## config.mk

```make
export PLATFORM = sky130hd
export DESIGN_NAME = avr_fetch_ctrl
export DESIGN_NICKNAME = d
export VERILOG_FILES = /design/src/rtl/avr_pkg.sv /design/src/rtl/avr_two_word_det.sv /design/src/rtl/avr_fetch_ctrl.sv
export SDC_FILE = /design/constraint.sdc
export NUM_CORES = 1
export LEC_CHECK = 0
export CORE_ASPECT_RATIO = 0.9
export CORE_MARGIN = 3
export CORE_UTILIZATION = 38
export DETAILED_ROUTE_END_ITERATION = 12
export GPL_TIMING_DRIVEN = 0
export PLACE_DENSITY = 0.78
export SYNTH_ARGS = -nofsm -noshare
export SYNTH_HDL_FRONTEND = slang
export SYNTH_SLANG_ARGS = --single-unit
```

## constraint.sdc

```tcl
create_clock -name clk -period 2.12 [get_ports clk]
set_input_delay 0.424 -clock clk [delete_from_list [all_inputs] [get_ports clk]]
set_output_delay 0.424 -clock clk [all_outputs]
set_load 0.005 [all_outputs]
```

## src/rtl/avr_pkg.sv

```systemverilog
// Shared AVR core definitions.
// Fetch state encoding and opcode classes.
package avr_pkg;

  typedef enum logic [1:0] {
    FETCH1,
    FETCH2,
    HOLD,
    SKIP
  } fetch_state_t;

  localparam logic [15:0] JMP_MASK = 16'hFE0C;
  localparam logic [15:0] JMP_VAL  = 16'h940C;
  localparam logic [15:0] LDS_MASK = 16'hFC0F;
  localparam logic [15:0] LDS_VAL  = 16'h9000;
  localparam logic [15:0] NOP      = 16'h0000;

  function automatic logic is_two_word(
    input logic [15:0] w
  );
    return ((w & JMP_MASK) == JMP_VAL) ||
           ((w & LDS_MASK) == LDS_VAL);
  endfunction

endpackage

```

## src/rtl/avr_two_word_det.sv

```systemverilog
// Two-word opcode detector.
// Flags JMP/CALL and LDS/STS first words.
module avr_two_word_det
  import avr_pkg::*;
(
  input  logic [15:0] op,
  output logic        two
);

  // pure decode of the opcode word
  always_comb begin
    two = is_two_word(op);
  end

endmodule

```

## src/rtl/avr_fetch_ctrl.sv

```systemverilog
// AVR instruction-fetch sequencer.
// Owns the PC, assembles 1/2-word instrs.
module avr_fetch_ctrl
  import avr_pkg::*;
#(
  parameter int PC_WIDTH = 4,
  parameter logic [PC_WIDTH-1:0] RESET_VECTOR = '0
) (
  input  logic                clk,
  input  logic                reset,
  output logic [PC_WIDTH-1:0] rom_addr,
  input  logic [15:0]         rom_data,
  output logic [PC_WIDTH-1:0] pc,
  output logic                instr_valid,
  input  logic                instr_ready,
  output logic [15:0]         instr,
  output logic [15:0]         instr_op2,
  output logic [PC_WIDTH-1:0] instr_pc,
  output logic                instr_two,
  input  logic                branch_req,
  input  logic [PC_WIDTH-1:0] branch_target,
  input  logic                skip_req
);

  localparam logic [PC_WIDTH-1:0] ONE = PC_WIDTH'(1);
  localparam logic [PC_WIDTH-1:0] TWO = PC_WIDTH'(2);

  fetch_state_t state;
  logic         two;
  logic         xfer;

  avr_two_word_det u_det (
    .op  (rom_data),
    .two (two)
  );

  assign rom_addr = pc;
  assign xfer     = instr_valid & instr_ready;

  // fetch sequencer: PC, instruction regs, handshake
  always_ff @(posedge clk or negedge reset) begin
    if (!reset) begin
      state       <= FETCH1;
      pc          <= RESET_VECTOR;
      instr_valid <= 1'b0;
      instr       <= NOP;
      instr_op2   <= NOP;
      instr_pc    <= RESET_VECTOR;
      instr_two   <= 1'b0;
    end else begin
      unique case (state)
        FETCH1: begin
          instr     <= rom_data;
          instr_pc  <= pc;
          instr_op2 <= NOP;
          pc        <= pc + ONE;
          if (two) begin
            instr_two <= 1'b1;
            state     <= FETCH2;
          end else begin
            instr_two   <= 1'b0;
            instr_valid <= 1'b1;
            state       <= HOLD;
          end
        end
        FETCH2: begin
          instr_op2   <= rom_data;
          pc          <= pc + ONE;
          instr_valid <= 1'b1;
          state       <= HOLD;
        end
        HOLD: begin
          if (xfer) begin
            instr_valid <= 1'b0;
            if (branch_req) begin
              pc    <= branch_target;
              state <= FETCH1;
            end else if (skip_req) begin
              state <= SKIP;
            end else begin
              state <= FETCH1;
            end
          end
        end
        SKIP: begin
          pc    <= pc + (two ? TWO : ONE);
          state <= FETCH1;
        end
        default: state <= FETCH1;
      endcase
    end
  end

endmodule
```

# --- Yosys cells after proc, flatten, opt, wreduce, memory -nomap -nowiden ---
# Cells that the tools add are included.
# Widths: inputs -> output; s select.
op_classes:
  mux: 14
  bitwise: 1
  n_reduce_logical: 7
  addsub: 2
  eq_ne: 8
op_table:
  columns: ["operator", "n"]
  rows:
  - ["$pmux 16 s2", 1]
  - ["$pmux 4 s3", 1]
  - ["$eq 10x10->1 const B", 1]
  - ["$mux 2", 5]
  - ["$eq 9x9->1 const B", 1]
  - ["$mux 4", 2]
  - ["$pmux 2 s4", 1]
  - ["$ne 2x2->1 const B", 3]
  - ["$add 4x1->4 const B", 1]
  - ["$add 4x2->4", 1]
  - ["$eq 2x2->1 const B", 2]
  - ["$mux 1", 3]
  - ["$pmux 1 s3", 1]
  - ["$reduce_and 3->1", 1]
  - ["$reduce_bool 3->1", 1]
  - ["$eq 2x1->1 const B", 1]
  - ["$logic_not 2->1", 1]
  - ["$reduce_and 2->1", 1]
  - ["$reduce_bool 2->1", 1]
  - ["$reduce_or 2->1", 1]
  - ["$and 1x1->1", 1]
  - ["$logic_or 1x1->1", 1]
word_totals:
  out_inout_bits: 46
  ff_bits: 44
  elab_cells: 39

# --- Longest topological paths before layout ---
logic_depth:
  word_depth: 5
  mapped_depth: 9
  ltp_nobuf: 9

# --- By module ---
# Synthesis repeated with hierarchy kept, for this count alone.
hier_totals:
  cells_unflattened: 153
  area_unflattened_um2: 1894.3
modules_own_cells:
  columns: ["module", "cells_per_inst", "instances", "seq_area_each_um2", "area_per_inst_um2"]
  rows:
  - ["avr_fetch_ctrl", 148, 1, 1101.1, 1858.0]
  - ["avr_two_word_det", 5, 1, 0.0, 36.3]

# --- Least setup slack after synthesis ---
# No wires, ideal clock.
synth_path:
  path_kind: "input-to-reg"
  start: "in rom_data[10]"
  end: "reg pc[2]"
  arrival_time_ns: 2.136
  path_slack_ns: -0.081
  setup_ns: 0.065
  required_ns: 2.055
  cell_stages: 7
  cell_sequence: "or4_4 > o21ai_2 > and2_4 > nand3_1 > fa_1 > o32a_1 > nand2_1"
synth_via:
  elab_chain_cells: 5
  elab_cells_between_ends: 6
  classes_between: "add/sub: 1; eq/ne: 2; mux: 2; reduce/logical: 1"
synth_lines:
  columns: ["item", "line_no", "text"]
  rows:
  - ["from (decl)", "avr_fetch_ctrl.sv:12", "input logic [15:0] rom_data,"]
  - ["$eq 10x10->1 / $eq 9x9->1 (equally long branches)", "avr_pkg.sv:22, avr_pkg.sv:21", null]
  - ["$logic_or 1x1->1 (*)", "avr_pkg.sv:21", "return ((w & JMP_MASK) == JMP_VAL) ||"]
  - ["$mux 2 (*)", "avr_fetch_ctrl.sv:86", "pc <= pc + (two ? TWO : ONE);"]
  - ["$add 4x2->4 (*)", "avr_fetch_ctrl.sv:86", null]
  - ["$pmux 4 s3 (*)", "avr_fetch_ctrl.sv:51", "unique case (state)"]
  - ["to (signal assigned)", "avr_fetch_ctrl.sv:56", "pc <= pc + ONE;"]
  - ["to (signal assigned)", "avr_fetch_ctrl.sv:68", "pc <= pc + ONE;"]
  - ["to (signal assigned)", "avr_fetch_ctrl.sv:86", null]
  - ["to (decl)", "avr_fetch_ctrl.sv:13", "output logic [PC_WIDTH-1:0] pc,"]
# Mark *: on every way between the ends. The rest lies on a longest branch, timed or not.
# A chain may end at the register's enable or synchronous reset.

# --- Worst setup path in the final report ---
layout_path:
  start: "in rom_data[1]"
  end: "reg pc[2]"
layout_via:
  elab_chain_cells: 5
layout_lines:
  columns: ["item", "line_no", "text"]
  rows:
  - ["$eq 10x10->1", "avr_pkg.sv:22", "((w & LDS_MASK) == LDS_VAL);"]
  - ["$logic_or 1x1->1", "avr_pkg.sv:21", null]
  - ["$mux 2", "avr_fetch_ctrl.sv:86", null]
  - ["$add 4x2->4", "avr_fetch_ctrl.sv:86", null]
  - ["$pmux 4 s3", "avr_fetch_ctrl.sv:51", null]
# Every way passes these cells.

==> summary.md <==
| Metric | Value |
|---|---|
| R2r setup slk | `0.17 ns` |
| Synth Area in Compound Gates | `under 10%` |
| Synth area leaders | `dfrtp_1, mux2_2, nand2_1` |
| Initial DRC Count | `53` |
| Initial Util | `40.97%` |
| Post-route ant nets | `0` |
| RSZ-0062 raised after global routing | `false` |
| Clk_skew | `around 0.008 ns` |
| Setup Crit Path Kind | `in2reg` |
| Cell Pwr Density | `roughly 1200 nW/µm²` |
| Root buffer cell | `clkbuf_8` |
| Fin. max-slew vios | `0` |
| Syn_nets | `around 200` |
| Clock Tree Buf Depth | `2` |
| Post-synthesis mux area share | `12.99%` |
| Max-cap violation count | `0` |
| Area post-placement | `approximately 2700 µm²` |
| Top Ports | `71` |
| Critical Path Start | `rom_data[1]` |
| Worst EP required | `2.36 ns` |
| CTS tree | `built` |
| Crit. End Element | `register` |
| Async SR Flop Fraction | `between 90% and 100%` |
| Later-pin clock latency in the skew report | `~0.3 ns` |
| Clock-pin slew on the worst setup and hold paths | `around 0.090 ns` |
| Post-synth EDFFs | `0` |
| Post-Synth Adder-Cell Area | `2.373%` |
| Period utilization | `between 90% and 100%` |
| Synthesis-to-finish area growth | `50.43%` |
| Count leader, synth | `dfrtp_1` |
| CP Data Arrival Time | `2.30 ns` |
| Hold path depth | `2` |
| Cells after Synth | `170` |
| Synthesized area | `1898 µm²` |
| Sink Count | `44` |
| Hold EP | `instr[1]` |
| Multi-input gate area in the final layout | `762.0 µm²` |
| Worst hold slack | `0.3567 ns` |
| Vias | `approximately 1500` |
| CTS Buf Count | `5` |
| Remaining DRCs | `0` |
| Port bufs | `70` |
| Finished Cell Area | `between 2000 and 3000 µm²` |
| Largest net degree at the start of global routing | `35` |
| DRT Wirelength | `roughly 4600 µm` |
| Initial antenna violation count | `0` |
| Launch point of the worst hold path | `rom_data[1]` |
| Syn Area/Cell | `11.17 µm²` |
| Largest family of logic cells by synthesized area | `simple AND/OR/NAND/NOR gates` |
| DIE HEIGHT | `73.05 µm` |
| Status | `finished, final reports clean` |
| YS warnings | `0` |
| Synth Area in XOR/XNOR | `less than 1%` |
| Wire per inst | `14.62 µm` |
| Vias in the first global route | `between 1500 and 2000` |
| RD Place Congestion | `approximately 0.8` |
| RR Endpoint | `pc[2]` |
| R2r worst-path depth | `5` |
| First-pass GRT wire length | `between 7000 and 8000 µm` |
| HPWL reported at the end of detailed placement | `3393 µm` |
| FF+latch count, synth | `44` |
| Crit start category | `primary input` |
| Congestion Overflow GR | `0` |
| Most used flip-flop cell after synthesis | `dfrtp_1` |
| Final setup violation count | `0` |
| H-tree Lvls | `2` |
| GR Util All Layers | `between 15 and 20%` |
| Crit-path max FO | `3` |
| Synth top area share | `58.01%` |
| Total power | `~0.0034 W` |
| Antenna Cells | `0` |
| Vias per std cell | `approximately 4.8` |
| Fmax achieved | `about 480 MHz` |
| Max-slew headroom at the worst pin | `about 65%` |
| Slew of the pin with the lowest slew margin | `0.5297 ns` |
| Number of distinct library cells after synthesis | `31` |
| Number of fillers in the final layout | `404` |
| Core area | `between 4000 and 5000 µm²` |
| Post-synth top cells | `dfrtp_1, nand2_1, mux2_2` |
| Leakage | `about 1.2 nW` |
| Nets | `around 280` |
| Setup TNS | `0 ns` |
| Pre-antenna DRT Iters | `4` |
| Hold Path Class | `in2reg` |
| Post-synthesis simple-gate area fraction | `between 10% and 20%` |
| Storage element area | `~1100 µm²` |
| Die area | `roughly 6000 µm²` |
| Reg-to-Reg Start | `state[0]` |
| VDD IR-drop max | `about 0.72 mV` |
| Final min period | `about 2.1 ns` |
| Row cnt | `23` |
| Share of cells above drive strength 1 | `between 20% and 30%` |
| Post-synthesis sequential area ratio | `roughly three fifths` |
| Hold Vio Cnt, Final | `0` |
| Yosys top cell by area | `dfrtp_1` |
| Die width | `about 80 µm` |
[layout by cell type, fill, tap and decap left out, drive strengths merged, types with 3 or more instances in the layout]
cell type	count
buf	14
o21ai	20
dlygate4sd2	5
mux2	21
inv	3
dfrtp	44
nand3	3
a21oi	3
clkdlybuf4s50	58
nand2	38
nor2	4
clkbuf	10
[final cells by class]
type	count	share of cell area [%]
tap	62	2.717
multi-input combinational	111	26.69
sequential	44	38.56
clock buffer	5	2.410
buffer	11	2.103
inverter	3	0.3944
clock inverter	3	1.490
timing repair buffer	74	25.64
[through the flow]
step	cells	utilization (%)	setup slack [ns]
after floorplan	170	-	-0.03640
after global placement	302	58.36	-0.6252
after detailed placement	303	58.68	-0.6829
after CTS	313	61.30	0.002060
after global routing	313	61.63	0.007891
final	313	61.63	0.05786
[kinds of logic (layout without fill, tap and decap cells)]
group,Yosys count,count (layout)
compound gates,30,30
xor+xnor,1,1
fa+ha+maj,3,3
buf+inv,15,96
flops,44,44
mux,22,22
simple gates,55,55
[state kept, by name (all words and copies together) (netlist names)]
signal / cells
instr: 16
instr_op2: 16
instr_pc: 4
instr_two: 1
instr_valid: 1
pc: 4
state: 2
[power by group]
part	internal (W)	switching, W	leakage (nW)
Sequential	0.00115	0.000201	0.551
Clock	0.000349	0.000289	0.0541
Combinational	0.000940	0.000438	0.623
[routing by layer]
metal	up-vias	part of all wire [%]	track usage, %
met1	727	43	21.41
met5	-	0	0
met2	45	47	28.13
met3	7	8.0	5.926
met4	0	1.2	4.503
li1	736	-	-
[worst max-delay path, stage by stage]
cell	delay, ns
buf_6	0.10
or4_4	0.53
o21ai_4	0.15
and2_4	0.18
nand3_4	0.10
fa_2	0.41
o32a_1	0.35
nand2_1	0.06
[worst max-delay path by stage]
stage	to	slack, ns
after detailed placement	pc[1]	-0.68
after floorplan	pc[1]	-0.04
after global placement	pc[1]	-0.63
after CTS	pc[1]	0.002
after global routing	pc[2]	0.008
final	pc[2]	0.06
[repair_timing]
item                                    4_1_cts  5_1_grt
resized for setup                            23        7
pin swaps                                     8        8
hold buffers                                  1        0
hold endpoints to repair                      1        0
setup buffers                                 1        1
endpoints found under the setup margin        4        3
Power figures use the tool's default switching activity.
